$ cat src/rtl/ifu_pc_gen.sv
// Fetch-address generator: registered fetch PC with next-PC selection from a
// direct-mapped BTB with 2-bit counters. Define IFU_BTB_EN to build the BTB.
module ifu_pc_gen #(
  parameter logic [31:0] RESET_PC    = 32'h0000_3000,
  parameter int unsigned BTB_ENTRIES = 16
) (
  input  logic        clk,
  input  logic        reset,
  input  logic        stall,
  input  logic        redirect_valid,
  input  logic [31:0] redirect_pc,
  input  logic        update_valid,
  input  logic [31:0] update_pc,
  input  logic        update_taken,
  input  logic [31:0] update_target,
  output logic [31:0] pc,
  output logic        pred_taken,
  output logic [31:0] pred_target
);

  // Handshake: redirect_valid and update_valid are single-cycle qualifiers with
  // no ready; the block always consumes them on the edge where they are high.

  localparam int IDX   = $clog2(BTB_ENTRIES);
  localparam int TAG_W = 30 - IDX;

  logic [31:0] pc_plus4;
  logic [31:0] pc_next;

  assign pc_plus4 = pc + 32'd4;

`ifdef IFU_BTB_EN
  logic             btb_valid  [BTB_ENTRIES];
  logic [TAG_W-1:0] btb_tag    [BTB_ENTRIES];
  logic [29:0]      btb_target [BTB_ENTRIES];
  logic [1:0]       btb_ctr    [BTB_ENTRIES];

  logic [IDX-1:0]   rd_idx;
  logic [TAG_W-1:0] rd_tag;
  logic             rd_hit;
  logic [IDX-1:0]   wr_idx;
  logic [TAG_W-1:0] wr_tag;
  logic             wr_hit;
  logic             unused_btb;

  assign rd_idx = pc[IDX+1:2];
  assign rd_tag = pc[31:IDX+2];
  assign rd_hit = btb_valid[rd_idx] && (btb_tag[rd_idx] == rd_tag);

  assign wr_idx = update_pc[IDX+1:2];
  assign wr_tag = update_pc[31:IDX+2];
  assign wr_hit = btb_valid[wr_idx] && (btb_tag[wr_idx] == wr_tag);

  assign pred_taken  = rd_hit && btb_ctr[rd_idx][1];
  assign pred_target = pred_taken ? {btb_target[rd_idx], 2'b00} : pc_plus4;

  // Lookup reads the arrays combinationally, so a same-cycle write is only
  // seen by the lookup after the edge.
  always_ff @(posedge clk or posedge reset) begin
    if (reset) begin
      for (int i = 0; i < BTB_ENTRIES; i++) begin
        btb_valid[i]  <= 1'b0;
        btb_tag[i]    <= '0;
        btb_target[i] <= '0;
        btb_ctr[i]    <= 2'b00;
      end
    end else if (update_valid) begin
      if (wr_hit) begin
        if (update_taken) begin
          if (btb_ctr[wr_idx] != 2'b11) btb_ctr[wr_idx] <= btb_ctr[wr_idx] + 2'd1;
          btb_target[wr_idx] <= update_target[31:2];
        end else if (btb_ctr[wr_idx] != 2'b00) begin
          btb_ctr[wr_idx] <= btb_ctr[wr_idx] - 2'd1;
        end
      end else if (update_taken) begin
        // Allocation replaces whatever lived at this index, weakly taken.
        btb_valid[wr_idx]  <= 1'b1;
        btb_tag[wr_idx]    <= wr_tag;
        btb_target[wr_idx] <= update_target[31:2];
        btb_ctr[wr_idx]    <= 2'b10;
      end
    end
  end

  assign unused_btb = ^{update_pc[1:0], update_target[1:0], redirect_pc[1:0]};
`else
  logic unused_upd;

  assign pred_taken  = 1'b0;
  assign pred_target = pc_plus4;
  assign unused_upd  = ^{update_valid, update_pc, update_taken, update_target,
                         redirect_pc[1:0]};
`endif

  always_comb begin
    pc_next = pred_target;
    if (redirect_valid) pc_next = redirect_pc;
    else if (stall)     pc_next = pc;
  end

  always_ff @(posedge clk or posedge reset) begin
    if (reset) pc <= {RESET_PC[31:2], 2'b00};
    else       pc <= {pc_next[31:2], 2'b00};
  end

endmodule

$ cat config.mk
export PLATFORM = sky130hd
export DESIGN_NAME = ifu_pc_gen
export DESIGN_NICKNAME = d
export VERILOG_FILES = /design/src/rtl/ifu_pc_gen.sv
export SDC_FILE = /design/constraint.sdc
export NUM_CORES = 1
export LEC_CHECK = 0
export ABC_AREA = 1
export BUFFER_PORTS_ARGS = -buffer_cell sky130_fd_sc_hd__buf_2
export CAP_MARGIN = 40
export CORE_MARGIN = 5
export CORE_UTILIZATION = 39
export CTS_BUF_LIST = sky130_fd_sc_hd__clkbuf_4
export DETAILED_ROUTE_END_ITERATION = 16
export MAX_ROUTING_LAYER = met4
export PLACE_DENSITY = 0.88
export SLEW_MARGIN = 20
export SYNTH_ARGS = -nofsm -noshare
export SYNTH_HDL_FRONTEND = slang
export SYNTH_SLANG_ARGS = --single-unit
$ cat constraint.sdc
create_clock -name clk -period 1.32 [get_ports clk]
set_input_delay 0.066 -clock clk [delete_from_list [all_inputs] [get_ports clk]]
set_output_delay 0.066 -clock clk [all_outputs]
set_load 0.05 [all_outputs]
* Yosys cells after proc, flatten, opt, wreduce, memory -nomap -nowiden
Cells that the tools add are included.
** Storage, ports and cells
- Bits in registers :: 30
- Bits in latches :: 0
- RAM bits :: 0
- Memory bits (read-only) :: 0
- Output and inout bits :: 65
- Word-level logic and storage cells :: 5
- Memories :: 0
** Cells by class
- Add/subtract/negate cells :: 1
- Multipliers :: 0
- Divide/modulo/power cells :: 0
- Magnitude comparators :: 0
- Equal/unequal tests :: 1
- Shift-type cells :: 0
- Mux-type cells :: 2
- Bitwise gates (word level) :: 0
- Reduce and logical (&&, ||, !) cells :: 0
** Operators by type and width (count)
- 32-bit 2-to-1 mux :: 2
- 32-bit by 3-bit adder with 32-bit output (second input constant) :: 1
- 2-bit by 1-bit != test with 1-bit output (second input constant) :: 1

* Depth between registers and ports, before layout
Gate-level depths: netlist of the first run.
- Depth in word-level cells :: 3
- Mapped depth :: 10

* Worst setup path after synthesis of the first run
Ideal clock, no wire load.
- Kind :: register to register
- Start point :: register pc[2]
- End point :: register pc[11]
- Arrival :: 2.531 ns
- Setup slack :: -1.281 ns
- Cell stages (with the launch flop) :: 7
- Buffers on the path :: 0
- Clock period less this slack :: 2.601 ns
- Cells stage by stage :: dfrtp_1 -> inv_1 -> nor2_4 -> nand3_1 -> xnor2_1 -> nand2_1 -> nand3_1
** On the way
- Cells in the longest elaborated chain, start to end :: 3
** Ends and longest elaborated chain
- start, declared :: line 16 : output logic [31:0] pc,
- start signal, assigned :: line 102 : if (reset) pc <= {RESET_PC[31:2], 2'b00};
- start signal, assigned :: line 103 : else pc <= {pc_next[31:2], 2'b00};
- 32-bit by 3-bit adder with 32-bit output :: line 30 : assign pc_plus4 = pc + 32'd4;
- net pred_target[11] :: line 18 : output logic [31:0] pred_target
- 32-bit 2-to-1 mux :: line 98 : else if (stall) pc_next = pc;
- 32-bit 2-to-1 mux :: line 97 : if (redirect_valid) pc_next = redirect_pc;
The timed path passes the listed nets, and every way through them passes these cells. The select of a mux whose other input is x is not followed.
A chain may end at the register's enable or synchronous reset.

* Final worst setup path of the first run
- Start point :: register pc[2]
- End point :: output port pred_target[19]
** On the way
- Cells in the longest elaborated chain, start to end :: 1
** Ends and longest elaborated chain (line)
- 32-bit by 3-bit adder with 32-bit output :: 30
- end, declared :: 18
Every way passes these cells.

==> flow_metrics.py, run 1 <==
metrics = {
    "run_status": {
        "status": "finished with violations",
        "violations": "negative setup slack",
    },
    "layout": {
        "fin_nets": 644,
        "drive_above_1_share_pct": 56.3,
        "largest_reg_flops": 30,
        "antenna_cells": 0,
        "reg_top3": "pc: 30 flops",
        "multi_input_area_sq_um": 1980,
        "regArea_sq_um": 767,
        "finalCoreUtilization_pct": 75.5,
        "final_area_sq_um": 4520,
        "top_register": "pc",
        "syn2layout_area_growth_pct": 85.5,
        "fillers": 345,
    },
    "worst_setup_path": {
        "r2r_end": "pc[23]",
        "critPathRequiredTime_ps": 1250,
        "critPathCaptureType": "primary output",
        "r2r_setup_slack_ps": -390,
        "cp.arrival_ps": 1970,
        "path_class": "reg -> out",
        "cp-start-kind": "flop",
        "critPathMaxFanout": 4,
        "r2r-start": "pc[2]",
        "rr_worst_depth": 12,
    },
    "min_path": {
        "hold_depth": 5,
        "hp-start": "redirect_pc[25]",
        "holdPathEnd": "pc[25]",
        "holdCritPathClass": "in -> reg",
    },
    "yosys": {
        "syn_area_sq_um": 2440,
        "yosysTopAreaCell": "dfrtp_1",
        "muxShareOfSynthArea_pct": 0,
        "ys_top_cells_by_count": "nand2_1, inv_1, dfrtp_1, nor2_1, nand3_1",
        "synth_simple_gate_area_share_pct": 41.9,
        "seq_area_frac_synth_pct": 30.9,
        "avgSynthCellArea_sq_um": 6.59,
        "ys.flop_type": "dfrtp_1",
        "async_reset_ff_share_pct": 100,
        "synthAdderAreaFrac_pct": 0.513,
        "synthDistinctLibCells": 25,
        "yosysTopAreaCellShare_pct": 28.7,
        "synthXorXnorAreaFrac_pct": 7.54,
        "synth-compound-area-share_pct": 7.29,
        "yosys_warnings": 0,
        "synth_edf_count": 0,
        "ys_ff_latch": 30,
        "synth_area_leaders": "dfrtp_1, nand2_1, inv_1",
        "synthCells": 370,
        "synth_top_family_by_area": "simple AND/OR/NAND/NOR gates",
        "synth_most_common_cell": "nand2_1",
    },
    "power": {
        "p_leak_nw": 2.29,
        "power_density_nw_per_um2": 910,
        "ir_drop_uv": 769,
    },
    "drt": {
        "drt_wl_total_mm": 11.1,
        "drc": 0,
        "wire_per_inst_um": 18.0,
        "avgViaCountPerCell": 5.34,
        "vias": 3293,
        "drtPass1Iterations": 5,
        "antenna_left": 0,
        "drtIter0Drc": 312,
    },
    "place": {
        "hpwl_mm": 6.58,
        "gp_congestion": 0.904,
        "dpl_cell_area_sq_um": 3610,
        "post-place-ws_ps": -338,
        "port-buffer-count": 93,
    },
    "global_routing": {
        "grt_antenna_before_repair": 0,
        "globalRoute.totalOverflow": 0,
        "track_usage_pct": 24.7,
        "grt_pass1_vias": 3059,
        "grt_max_degree": 31,
        "grt_pass1_wl_mm": 14.7,
    },
    "floorplan": {
        "design.core.area_sq_um": 5990,
        "dieHeight_um": 89.1,
        "io_pins": 167,
        "initial_core_util_pct": 40.7,
        "dieArea_sq_um": 7930,
        "dieWidth_um": 89.1,
        "rows": 28,
    },
    "clock_network": {
        "cts_buffers": 5,
        "clk_latency_ps": 350,
        "cts_buffer_depth": 2,
        "cts.sinks": 30,
        "cts_htree_levels": 2,
        "path_clk_slew_ps": 120,
        "cts_tree": "yes",
        "cts_root_buf": "clkbuf_4",
    },
    "sta": {
        "hold_viol": 0,
        "whs_ps": 3.50,
        "drv_slew": 0,
        "rsz0062_at_grt": "yes",
        "finalCriticalPeriod_ps": 2030,
        "finalCritPeriodShare_pct": 154,
        "clock_skew_ps": 19.4,
        "setup_viol": 60,
        "fmax_mhz": 492,
        "setup_slack_ps": -712,
        "finalSetupTns_ps": -24110,
    },
    "run": {
        "maxCapViolCount": 0,
    },
}
==> through the flow <==
stage	instances	power, W
after CTS	608	0.00385
after global placement	584	0.00301
final	617	0.00412
after detailed placement	584	0.00304
after global routing	617	0.00427
after floorplan	374	0.00246
==> worst max-delay path, cell delays in order (launching register included) <==
cell,delay (ps)
dfrtp_2,410
buf_6,120
clkinvlp_4,120
nor2_4,210
nand3_2,170
buf_4,180
o21ai_2,170
nand2_4,80
buf_6,150
==> layout make-up <==
class / count / area share [%]
Clock buffer: 5 / 0.830
Clock inverter: 3 / 0.249
Inverter: 57 / 4.81
Multi-Input combinational cell: 274 / 43.8
Sequential cell: 30 / 17.0
Tap cell: 75 / 2.07
Timing Repair Buffer: 173 / 31.3
==> kinds of logic (layout without fill, tap and decap cells) <==
kind of cell	after synthesis	after routing
buf+inv	70	238
fa+ha+maj	1	1
xor+xnor	15	15
simple gates	226	226
flops	30	30
other cells	1	5
compound gates	27	27
==> timing repair <==
item	in CTS	in global routing
hold endpoints to repair	38	0
buffers inserted	5	13
resized for setup	100	71
pin swaps	20	27
setup endpoints to repair	57	61
hold buffers	11	0
==> per-layer routing <==
metal | share of wire [%] | track usage [%]
met4 | 5.9 | 9.07
met3 | 8.0 | 3.96
met5 | 0 | -
met1 | 37 | 29.5
met2 | 49 | 42.0
==> worst max-delay path by stage <==
stage | startpoint | to
after floorplan | pc[2] | pc[13]
after global placement | pc[12] | pred_target[23]
after detailed placement | pc[12] | pred_target[23]
after CTS | pc[2] | pred_target[23]
after global routing | pc[2] | pred_target[19]
final | pc[2] | pred_target[19]
==> report_power, final <==
part | switching, W | total (W) | internal [W]
Clock | 0.000365 | 0.000555 | 0.000190
Sequential | 0.000123 | 0.00115 | 0.00103
Combinational | 0.00155 | 0.00241 | 0.000865
Total | 0.00203 | 0.00412 | 0.00208
==> cell usage in the layout (no fill, tap or decap), drive strengths merged <==
master         n
clkbuf         6
inv           56
nand2        160
and2           2
dlygate4sd3   11
nand3         20
buf          161
xnor2          2
dfstp          2
o21ai         14
o221ai         1
nor2          44
clkinv         3
xor2          13
clkinvlp       1
ha             1
a22o           7
dfrtp         28
conb           5
o211ai         5
No activity file was read; power rests on OpenSTA's default activity.
==> run 2, diff against run 1 <==
--- a/constraint.sdc
+++ b/constraint.sdc
@@ -3,2 +3,2 @@
 set_output_delay 0.066 -clock clk [all_outputs]
-set_load 0.05 [all_outputs]
+set_load 0.1 [all_outputs]
==> run 2 against run 1 <==
The flow still finishes with violations (negative setup slack). Sequential power up 4%. Register-to-register slack got worse by 500 ps. Die area did not move. Utilization up 13 points. Wire length grew 44%. Critical path depth down 1. Final area is 17% higher. Clock skew rose by 23 ps. Power increased by 37%. Critical endpoint is now pred_target[9]. Largest power group unchanged.
==> flow_metrics.py, run 2 (same netlist as run 1, synthesis figures left out) <==
metrics = {
    "layout": {
        "reg_top3": "pc: 30 flops",
        "stdcell_count": 625,
        "final_common_cell": "nand2_1",
        "final_cell_mix": "nand2_1, buf_4, inv_1",
        "syn2layout_area_growth_pct": 118,
        "fin_nets": 652,
        "drive_above_1_share_pct": 60.9,
        "top_register": "pc",
        "antenna_cells": 0,
        "largest_reg_flops": 30,
    },
    "worst_setup_path": {
        "rr_worst_depth": 10,
        "r2r-start": "pc[6]",
        "cp.arrival_ps": 2270,
        "cp-start-kind": "flop",
        "critPathCaptureType": "primary output",
        "r2r_setup_slack_ps": -890,
        "r2r_end": "pc[9]",
        "critPathMaxFanout": 4,
        "path_class": "reg -> out",
        "critPathRequiredTime_ps": 1250,
    },
    "sta": {
        "rsz0062_at_grt": "yes",
        "fmax_mhz": 428,
        "hold_viol": 0,
        "setup_viol": 64,
        "setup_slack_ps": -1020,
        "clock_skew_ps": 42.8,
        "drv_slew": 0,
        "finalCriticalPeriod_ps": 2340,
        "whs_ps": 66.6,
        "finalSetupTns_ps": -37400,
        "finalCritPeriodShare_pct": 177,
    },
    "clock_network": {
        "cts_buffer_depth": 2,
        "cts.sinks": 30,
        "cts_root_buf": "clkbuf_4",
        "cts_htree_levels": 2,
        "clk_latency_ps": 370,
        "cts_buffers": 5,
        "cts_tree": "yes",
        "path_clk_slew_ps": 150,
    },
    "drt": {
        "drt_wl_total_mm": 16.0,
        "antenna_left": 0,
        "vias": 3848,
        "avgViaCountPerCell": 6.16,
        "drtIter0Drc": 496,
        "wire_per_inst_um": 25.6,
        "drc": 0,
        "drtPass1Iterations": 6,
    },
    "place": {
        "port-buffer-count": 93,
        "hpwl_mm": 7.69,
        "post-place-ws_ps": -434,
        "gp_congestion": 0.995,
        "placed_cells": 585,
    },
    "power": {
        "ir_drop_uv": 985,
        "pwr-share-clk_pct": 11.0,
        "pwr-share-seq_pct": 21.3,
        "power_density_nw_per_um2": 1060,
        "combPwrFrac_pct": 67.7,
        "p_switching_w": 0.00316,
        "switching_share_pct": 56.0,
        "p_int_w": 0.00248,
        "p_leak_nw": 2.53,
    },
    "min_path": {
        "holdPathEnd": "pc[16]",
        "hold_depth": 4,
        "hp-start": "redirect_pc[16]",
        "holdCritPathClass": "in -> reg",
    },
    "global_routing": {
        "grt_max_degree": 31,
        "grt_pass1_vias": 3901,
        "track_usage_pct": 36.6,
        "grt_antenna_before_repair": 0,
        "globalRoute.totalOverflow": 0,
        "grt_pass1_wl_mm": 20.9,
    },
    "floorplan": {
        "rows": 28,
        "design.core.area_sq_um": 5990,
        "dieHeight_um": 89.1,
        "io_pins": 167,
        "dieWidth_um": 89.1,
        "dieArea_sq_um": 7930,
        "initial_core_util_pct": 40.7,
    },
    "run_status": {
        "violations": "negative setup slack",
        "status": "finished with violations",
    },
    "run": {
        "maxCapViolCount": 0,
    },
}
==> run 2: changes by cell type in the layout (fill, tap and decap cells not counted), sizes merged <==
cell	delta
buf	+5
clkbuf	+4
clkinv	-1
clkinvlp	+5
inv	-5
==> run 2: worst max path at each step <==
stage / to / from / slack (ps) / cells after the start
2_1_floorplan: pc[9] / pc[2] / -1270 / 7
6_report: pred_target[9] / pc[6] / -1020 / 7
4_1_cts: pred_target[18] / pc[3] / -740 / 9
3_5_place_dp: pred_target[26] / pc[2] / -430 / 9
3_3_place_gp: pred_target[28] / pc[2] / -360 / 9
5_1_grt: pred_target[9] / pc[6] / -1030 / 7
==> run 2: per-stage QoR <==
step | util, % | power, W | area [sq um]
6_report | 88.7 | 0.00564 | 5310
5_1_grt | 88.7 | 0.00575 | 5310
4_1_cts | 84.3 | 0.00526 | 5050
3_5_place_dp | 73.7 | 0.00447 | 4420
3_3_place_gp | 73.7 | 0.00440 | 4420
2_1_floorplan | - | 0.00339 | 2920
==> run 2: power by group through the flow <==
stage | registers [W] | logic [W] | clock network (W)
6_report | 0.00120 | 0.00382 | 0.000620
5_1_grt | 0.00120 | 0.00390 | 0.000642
2_1_floorplan | 0.00194 | 0.00145 | 0
4_1_cts | 0.00117 | 0.00353 | 0.000561
3_5_place_dp | 0.00117 | 0.00330 | 0
3_3_place_gp | 0.00116 | 0.00324 | 0
==> run 2: critical path: stages (launching register included) <==
cell and delay [ps]:
dfrtp_4 480, nand2_1 180, nor2_4 270, nand2_4 160
buf_6 170, xor2_4 240, clkinvlp_4 180, buf_12 190
==> run 2: cell type report <==
type                       instances  area, sq um
sequential                        30          803
fill                             229          677
timing repair buffer             181         1900
clock inverter                     2         8.76
tap                               75         93.8
inverter                          57          236
multi-input combinational        274         2230
clock buffer                       6         45.0
==> run 2: repair_timing <==
action / in CTS / in global routing
hold buffers: 11 / 0
buffers inserted: 9 / 13
endpoints found under the setup margin: 75 / 69
gates resized for setup: 104 / 40
hold endpoints to repair: 38 / 0
pin swaps: 30 / 27
==> run 2: layer usage <==
metal	track usage, %	vias to the layer above	wire length (um)
li1	-	1462	-
met1	36.4	1786	5010
met2	62.1	437	7580
met3	8.39	163	1820
met4	27.3	0	1590
met5	-	-	0
==> run 3, diff against run 2 <==
- BUFFER_PORTS_ARGS: -buffer_cell sky130_fd_sc_hd__buf_2 -> -buffer_cell sky130_fd_sc_hd__buf_4
- SLEW_MARGIN: 20 -> not set
==> run 3 against run 2 <==
The flow still finishes with violations (negative setup slack). Combinational power increased by 3%. First-iteration DRC count up 11%. Power increased by 6.7%. Critical path depth unchanged. Clock-buffer cell count is 1 higher. Largest power group unchanged.
==> flow_metrics.py, run 3 (same netlist as run 1, synthesis figures left out) <==
metrics = {
    "run_status": {
        "status": "finished with violations",
        "violations": "negative setup slack",
    },
    "global_routing": {
        "globalRoute.totalOverflow": 0,
        "gr-usage-met1_pct": 36.6,
        "grt_antenna_before_repair": 1,
        "grt_busiest_layer": "met2",
        "grtUsageMet3_pct": 5.99,
        "use_met2_pct": 64.0,
        "grt_pass1_vias": 3910,
        "grt_pass1_wl_mm": 20.5,
        "track_usage_pct": 36.2,
        "grt_max_degree": 31,
    },
    "drt": {
        "drtIter0Drc": 549,
        "drc": 0,
        "drtPass1Iterations": 13,
        "drt_wl_total_mm": 18.5,
        "avgViaCountPerCell": 6.44,
        "vias": 4088,
        "wire_per_inst_um": 29.2,
        "antenna_left": 0,
    },
    "layout": {
        "fin_nets": 661,
        "final_common_cell": "buf_4",
        "drive_above_1_share_pct": 62.8,
        "fillers": 174,
        "top_register": "pc",
        "largest_reg_flops": 30,
        "stdcell_count": 635,
        "syn2layout_area_growth_pct": 131,
        "final_area_sq_um": 5640,
        "reg_top3": "pc: 30 flops",
        "finalCoreUtilization_pct": 94.1,
        "final_cell_mix": "buf_4, nand2_1, inv_1",
    },
    "clock_network": {
        "cts.sinks": 30,
        "path_clk_slew_ps": 150,
        "clk_latency_ps": 390,
        "cts_buffer_depth": 2,
        "cts_buffers": 5,
        "cts_tree": "yes",
        "cts_root_buf": "clkbuf_4",
        "cts_htree_levels": 2,
    },
    "sta": {
        "drv_slew": 0,
        "setup_viol": 66,
        "fmax_mhz": 441,
        "finalCritPeriodShare_pct": 172,
        "rsz0062_at_grt": "yes",
        "whs_ps": 47.4,
        "setup_slack_ps": -948,
        "hold_viol": 0,
        "clock_skew_ps": 51.6,
        "finalCriticalPeriod_ps": 2270,
    },
    "place": {
        "port-buffer-count": 93,
        "gp_congestion": 0.937,
        "dpl_cell_area_sq_um": 4100,
        "hpwl_mm": 6.84,
        "placed_cells": 587,
    },
    "min_path": {
        "holdCritPathClass": "in -> reg",
    },
    "floorplan": {
        "dieWidth_um": 89.1,
        "dieHeight_um": 89.1,
        "initial_core_util_pct": 40.7,
        "design.core.area_sq_um": 5990,
        "rows": 28,
        "io_pins": 167,
        "dieArea_sq_um": 7930,
    },
    "run": {
        "maxCapViolCount": 0,
    },
    "power": {
        "p_leak_nw": 2.69,
        "total_power_w": 0.00602,
        "ir_drop_uv": 991,
        "power_density_nw_per_um2": 1070,
    },
    "worst_setup_path": {
        "path_class": "reg -> out",
        "crit_family": "simple AND/OR/NAND/NOR gates",
        "crit_path_max_incr_delay_ps": 490,
        "slowest_stage": "dfrtp_2",
        "critPathCaptureType": "primary output",
        "crit_top_cell": "buf_12",
        "critPathBufInv": 2,
        "critPathMaxFanout": 5,
        "critPathRequiredTime_ps": 1250,
        "cp.arrival_ps": 2200,
        "cp-start-kind": "flop",
        "cp_cell_sequence": "nand2_1 -> nor2_2 -> nand2_8 -> nor2_8 -> buf_12 -> xor2_4 -> buf_12",
    },
}
## run 3: changes by cell type in the layout (fill, tap and decap cells not counted), moves of 4 or more
cell | before | now
buf_6 | 21 | 42
nor2_4 | 11 | 16
nand2_8 | 12 | 16
nand3_2 | 9 | 4
nand2_4 | 19 | 27
buf_4 | 69 | 102
buf_12 | 41 | 34
nand2_1 | 97 | 90
buf_2 | 34 | 0
nand2_2 | 32 | 27
## run 3: timing repair
item,in CTS,in global routing
setup endpoints to repair,61,68
pin swaps,35,30
endpoints found under the hold margin,38,0
hold buffers,11,0
gates resized for setup,195,70
buffers inserted,15,17
## run 3: final cells by class
class	count	area (sq um)	area share [%]
clock buffer	7	52.6	0.932
multi-input combinational	274	2370	42.1
sequential	30	803	14.2
clock inverter	1	30.0	0.533
timing repair buffer	190	2040	36.3
antenna	1	2.50	0.0444
inverter	57	239	4.24
tap	75	93.8	1.66
## run 3: power by group
part | total, W | switching [W] | internal, W
Combinational | 0.00394 | 0.00270 | 0.00125
Clock | 0.000863 | 0.000419 | 0.000443
Sequential | 0.00121 | 0.000163 | 0.00105
Total | 0.00602 | 0.00328 | 0.00274
## run 3: stage by stage
step | TNS, ps | worst slack, ps
6_report | -38650 | -948
4_1_cts | -25700 | -728
5_1_grt | -40760 | -1010
3_5_place_dp | -17220 | -501
2_1_floorplan | -45320 | -1270
3_3_place_gp | -15250 | -437
## run 3: worst reg2reg max path, cell delays in order, from the launching register on
cell and delay [ps]:
dfrtp_4 550, buf_4 150, buf_6 120, nand3_1 130, nor2_2 70, xor2_2 160, buf_4 140, buf_4 120
buf_4 120, buf_4 130, o211ai_1 400
## run 3: path summary, 6_finish.rpt
check / slack (ps) / depth (start not counted) / start / endpoint
max: -950 / 7 / pc[7] / pred_target[12]
min: 50 / 5 / redirect_pc[22] / pc[22]
max reg2reg: -920 / 10 / pc[4] / pc[7]
min reg2reg: 730 / 4 / pc[31] / pc[31]
max in group asynchronous: 500 / 4 / reset / pc[18]
min in group asynchronous: 410 / 4 / reset / pc[3]
## run 3: per-layer routing
metal / vias up / routed length [um]
li1: 1474 / -
met1: 1878 / 5880
met2: 498 / 8430
met3: 238 / 2080
met4: 0 / 2150
met5: - / 0
